==> src/rtl/booth_radix4_divider_seq.sv <==
// booth_radix4_divider_seq: sequential signed divider, non-restoring, one quotient bit per cycle
// Ports:
//    clk, rst_n        rising-edge clock, asynchronous active-low reset
//    start             request, sampled only while idle
//    D_N, D_D          signed dividend and divisor, captured when start is accepted
//    busy              high from INIT through DONE
//    done              one-cycle pulse when Q, R and the flags are valid
//    Q, R              signed quotient (truncated toward zero) and remainder (sign of dividend)
//    div_by_zero       set with done when D_D==0 (Q all ones, R=D_N)
//    overflow          set with done for -2^(W-1) / -1 (Q wraps to -2^(W-1), R=0)
module booth_radix4_divider_seq #(
   parameter int W = 8
) (
   input  logic         clk,
   input  logic         rst_n,
   input  logic         start,
   input  logic [W-1:0] D_N,
   input  logic [W-1:0] D_D,
   output logic         busy,
   output logic         done,
   output logic [W-1:0] Q,
   output logic [W-1:0] R,
   output logic         div_by_zero,
   output logic         overflow
);
   localparam int CW = $clog2(W + 1);
   typedef enum logic [2:0] {S_IDLE, S_INIT, S_ITER, S_CORR, S_SIGN, S_DONE} state_t;
   state_t r_state, w_next;
   logic [W-1:0] r_n, r_d, r_qr;
   logic [W:0] r_a, r_m;
   logic [CW-1:0] r_cnt;
   logic [W:0] w_n_ext, w_d_ext, w_n_mag, w_d_mag, w_shift, w_a_step;
   logic w_sq, w_sr, w_dbz, w_ovf;
   // magnitudes at W+1 bits so that |-2^(W-1)| is representable
   assign w_n_ext = {r_n[W-1], r_n};
   assign w_d_ext = {r_d[W-1], r_d};
   assign w_n_mag = r_n[W-1] ? -w_n_ext : w_n_ext;
   assign w_d_mag = r_d[W-1] ? -w_d_ext : w_d_ext;
   assign w_sq = r_n[W-1] ^ r_d[W-1];
   assign w_sr = r_n[W-1];
   assign w_dbz = r_d == '0;
   assign w_ovf = (r_n == {1'b1, {(W-1){1'b0}}}) && (r_d == '1);
   // shifted partial remainder stays within W+1 bits because |A| < M <= 2^(W-1)
   assign w_shift = {r_a[W-1:0], r_qr[W-1]};
   assign w_a_step = r_a[W] ? w_shift + r_m : w_shift - r_m;
   always_ff @(posedge clk or negedge rst_n) begin
      if (!rst_n) r_state <= S_IDLE;
      else r_state <= w_next;
   end
   // a zero divisor skips the iterations but still passes through SIGN to publish its result
   always_comb begin
      w_next = r_state;
      case (r_state)
         S_IDLE: if (start) w_next = S_INIT;
         S_INIT: w_next = w_dbz ? S_SIGN : S_ITER;
         S_ITER: if (r_cnt == CW'(1)) w_next = S_CORR;
         S_CORR: w_next = S_SIGN;
         S_SIGN: w_next = S_DONE;
         default: w_next = S_IDLE;
      endcase
   end
   always_comb begin
      busy = r_state != S_IDLE;
      done = r_state == S_DONE;
   end
   always_ff @(posedge clk or negedge rst_n) begin
      if (!rst_n) begin
         r_n <= '0;
         r_d <= '0;
         r_qr <= '0;
         r_a <= '0;
         r_m <= '0;
         r_cnt <= '0;
         Q <= '0;
         R <= '0;
         div_by_zero <= 1'b0;
         overflow <= 1'b0;
      end else begin
         case (r_state)
            S_IDLE: if (start) begin
               r_n <= D_N;
               r_d <= D_D;
               Q <= '0;
               R <= '0;
               div_by_zero <= 1'b0;
               overflow <= 1'b0;
            end
            S_INIT: begin
               r_a <= '0;
               r_qr <= w_n_mag[W-1:0];
               r_m <= w_d_mag;
               r_cnt <= CW'(W);
            end
            S_ITER: begin
               r_a <= w_a_step;
               r_qr <= {r_qr[W-2:0], ~w_a_step[W]};
               r_cnt <= r_cnt - 1'b1;
            end
            S_CORR: if (r_a[W]) r_a <= r_a + r_m;
            S_SIGN: if (w_dbz) begin
               Q <= '1;
               R <= r_n;
               div_by_zero <= 1'b1;
            end else begin
               Q <= w_sq ? -r_qr : r_qr;
               R <= w_sr ? -r_a[W-1:0] : r_a[W-1:0];
               overflow <= w_ovf;
            end
            default: ;
         endcase
      end
   end
endmodule

==> config.mk <==
export PLATFORM = sky130hd
export DESIGN_NAME = booth_radix4_divider_seq
export DESIGN_NICKNAME = d
export VERILOG_FILES = /design/src/rtl/booth_radix4_divider_seq.sv
export SDC_FILE = /design/constraint.sdc
export NUM_CORES = 1
export LEC_CHECK = 0
export ABC_AREA = 1
export BUFFER_PORTS_ARGS = -buffer_cell sky130_fd_sc_hd__buf_2
export CAP_MARGIN = 40
export CORE_ASPECT_RATIO = 0.75
export CORE_UTILIZATION = 54
export CTS_CLUSTER_SIZE = 28
export DETAILED_ROUTE_END_ITERATION = 7
export HOLD_SLACK_MARGIN = 0.08
export PLACE_DENSITY = 0.78
export SLEW_MARGIN = 40
export SYNTH_ARGS = -nofsm -noshare
export SYNTH_HDL_FRONTEND = slang
export SYNTH_SLANG_ARGS = --single-unit
==> constraint.sdc <==
create_clock -name clk -period 2.05 [get_ports clk]
set_input_delay 0.41 -clock clk [delete_from_list [all_inputs] [get_ports clk]]
set_output_delay 0.41 -clock clk [all_outputs]
set_load 0.01 [all_outputs]
==> qor.yml <==
detailed_routing:
  drtAntennaViolNets: 0
  wl_per_cell_um: 16.9
  viasPerCell: 5.80
  firstDrtPassIters: 7
  drtIter0Drc: 379
  wirelength_um: 12700
  vias: 4343
  drc: 0
global_routing:
  grt_max_degree: 68
  antenna_found_initial: 0
  top_usage_layer: "met2"
  grtUsageMet2: 0.461
  track_usage: 0.300
  grt-ovfl-total: 0
  gr-usage-met1: 0.417
  met3_usage: 0.0792
  grt_pass1_wl_um: 19400
  grt_pass1_vias: 3997
run_status:
  status: "finished, violations left"
  violations: "setup timing"
synthesis:
  ys_seq_area_frac: 0.386
  synth_area_per_cell_um2: 7.79
  yosys_warnings: 0
  synth_top_cell_by_area: "dfrtp_1"
  yosys-top-cells-area: "dfrtp_1 39%, nand2_1 14%, ha_1 6.9%"
  yosys_register_bits: 67
  yosysUniqueCellTypes: 42
  syn_nets: 603
  synth_top_area_frac: 0.386
  post_synth_instance_area_mm2: 0.00435
  synthCells: 558
clock_network:
  cts_root_buf: "clkbuf_8"
  cts.path.max_buffers: 2
  cts_tree: "built"
  cts.clk_slew.worst_paths_ps: 80
  clock_sinks: 67
  cts_buffers: 9
  clock_latency_ps: 360
  cts_htree_levels: 3
floorplanning:
  num_rows: 27
  initial_core_util: 0.574
  core_area_mm2: 0.00757
  die_width_um: 106
  io_pins: 39
  dieArea_mm2: 0.00841
  die_h_um: 79.7
layout:
  multi_input_area_mm2: 0.00252
  drive_above_1_share: 0.250
  regArea_mm2: 0.00168
  final_cells: 749
  mostFrequentLayoutCell: "nand2_1"
  nFillCells: 593
  diodes: 0
  area_delta_synth_final_pct: 23.7
  num-nets-final: 688
  final_cell_mix: "150 x nand2_1, 67 x dfrtp_1, 55 x inv_1"
min_path:
  hold-path-cell-count: 3
  holdPathEnd: "r_d[4]"
  worstHoldStart: "D_D[4]"
  hold_path.class: "in2reg"
placed_design:
  routabilityCongestion: 0.941
  post-dp-hpwl_um: 8730
  io_buffers: 38
  place_inst: 718
job:
  drv_cap: 0
sta:
  setup_viol: 5
  rsz0062_at_grt: "true"
  maxSlewViolCount: 0
  max_freq_mhz: 444
  fin_tns_setup_ps: -474
  hold_viol: 0
  min_period_over_period: 1.10
  tightest_slew_ps: 563
  fin_ws_ps: -204
  finalClockSkew_ps: 12.5
  slew_headroom: 0.625
  min_period_ps: 2250
worst_setup_path:
  crit_required_ps: 2300
  r2r_slack_ps: -200
  end_kind: "flop"
  start_kind: "flop"
  crit_arrival_ps: 2500
  path_max_fanout: 3
  path_class: "reg2reg"
  reg2regPathDepth: 16
  reg2reg_to: "r_qr[0]"
  timing.rr.start: "r_m[1]"
pwr:
  ir_drop_uv: 928
  leakagePower_nw: 2.73
  power_density_mw_per_mm2: 1890
[where the power goes]
group | internal, W | switching (W)
Combinational | 0.00264 | 0.00384
Clock | 0.000720 | 0.000533
Sequential | 0.00187 | 0.000562
Total | 0.00522 | 0.00494
[synthesized netlist by cell type]
master	n
inv_2	4
nand4_1	16
nand2_1	161
a22oi_1	2
o21ai_1	1
or2_2	3
ha_1	24
nand3_1	51
dfrtp_1	67
a2111oi_0	1
nor2_8	2
inv_6	2
nand4_4	1
o21a_1	3
nor2_4	3
buf_6	2
o221ai_1	6
xor2_1	14
nor2_1	22
clkbuf_2	1
o22ai_1	4
xnor2_1	6
fa_1	2
buf_2	4
nand3_2	1
buf_4	1
clkbuf_1	1
o21ai_0	44
o211ai_2	1
xor2_2	1
clkinv_1	1
nor3_2	1
nand2_2	1
o211ai_1	10
a21oi_1	21
nor3_4	1
nor4_1	1
inv_1	61
nor3_1	3
nand3b_1	3
nor2_2	1
o21bai_1	3
[metal layers]
layer  wire length (um)  up-vias
met4                339        0
li1                   -     2044
met5                  0        -
met2               5600      276
met3               1380       44
met1               5360     1979
[logic make-up (layout without fill, tap and decap cells)]
group	Yosys count	after routing	synth area share
AND/OR/NAND/NOR	271	271	0.287
AO/OA/AOI/OAI	96	96	0.130
buffers and inverters	77	167	0.0746
flip-flops	67	67	0.386
adder cells (fa/ha/maj)	26	26	0.0783
XOR/XNOR	21	21	0.0441
[worst max-delay path by stage]
stage / from / endpoint / cells after the start
6_report: r_m[1] / r_qr[0] / 16
5_1_grt: r_m[1] / r_qr[0] / 15
4_1_cts: r_m[0] / r_a[6] / 13
3_5_place_dp: r_m[2] / r_qr[0] / 15
3_3_place_gp: r_m[0] / r_qr[0] / 15
2_1_floorplan: r_m[0] / r_qr[0] / 15
[stage by stage]
| stage | hold slack (ps) | worst slack, ps | util | area (um^2) | total power [W] |
|---|---|---|---|---|---|
| global placement | 451 | -25.8 | 0.640 | 4840 | 0.00741 |
| finish | 255 | -204 | 0.710 | 5380 | 0.0102 |
| floorplan | 114 | 1.11 | - | 4350 | 0.00593 |
| CTS | 247 | -45.5 | 0.675 | 5110 | 0.00904 |
| global route | 268 | -307 | 0.710 | 5380 | 0.0109 |
| detailed placement | 460 | -132 | 0.640 | 4840 | 0.00764 |
[repair_timing]
action,CTS,global route
setup endpoints to repair,8,8
resized for setup,7,52
pin swaps,2,34
hold buffers,1,0
cloned,0,0
buffers inserted,4,10
hold endpoints to repair,6,0
[sequential cells by signal, indices dropped and copies added, names as in the netlist]
signal	count
r_m	9
Q	8
r_qr	8
r_d	8
r_a	9
div_by_zero	1
r_state	3
overflow	1
r_cnt	4
r_n	8
R	8
[critical path, stage by stage, from the launching register on]
cell and delay, ps:
dfrtp_1 400, inv_2 120, nand3_2 100, nor2_1 120
nand2_1 100, o21ai_2 170, xnor2_1 110, ha_1 360
nand2_2 90, nor2_1 90, nand2_1 70, nand2_2 90
inv_2 40, nand2_2 60, nand3_2 90, nand2_2 80
nand2_2 50
[final cells by class]
type | count | share of cell area
Sequential cell | 67 | 0.312
Timing Repair Buffer | 83 | 0.105
Clock inverter | 4 | 0.0137
Tap cell | 101 | 0.0235
Clock buffer | 12 | 0.0270
Multi-Input combinational cell | 414 | 0.469
Inverter | 68 | 0.0493
Note: power is estimated with default switching activity, not from simulation.
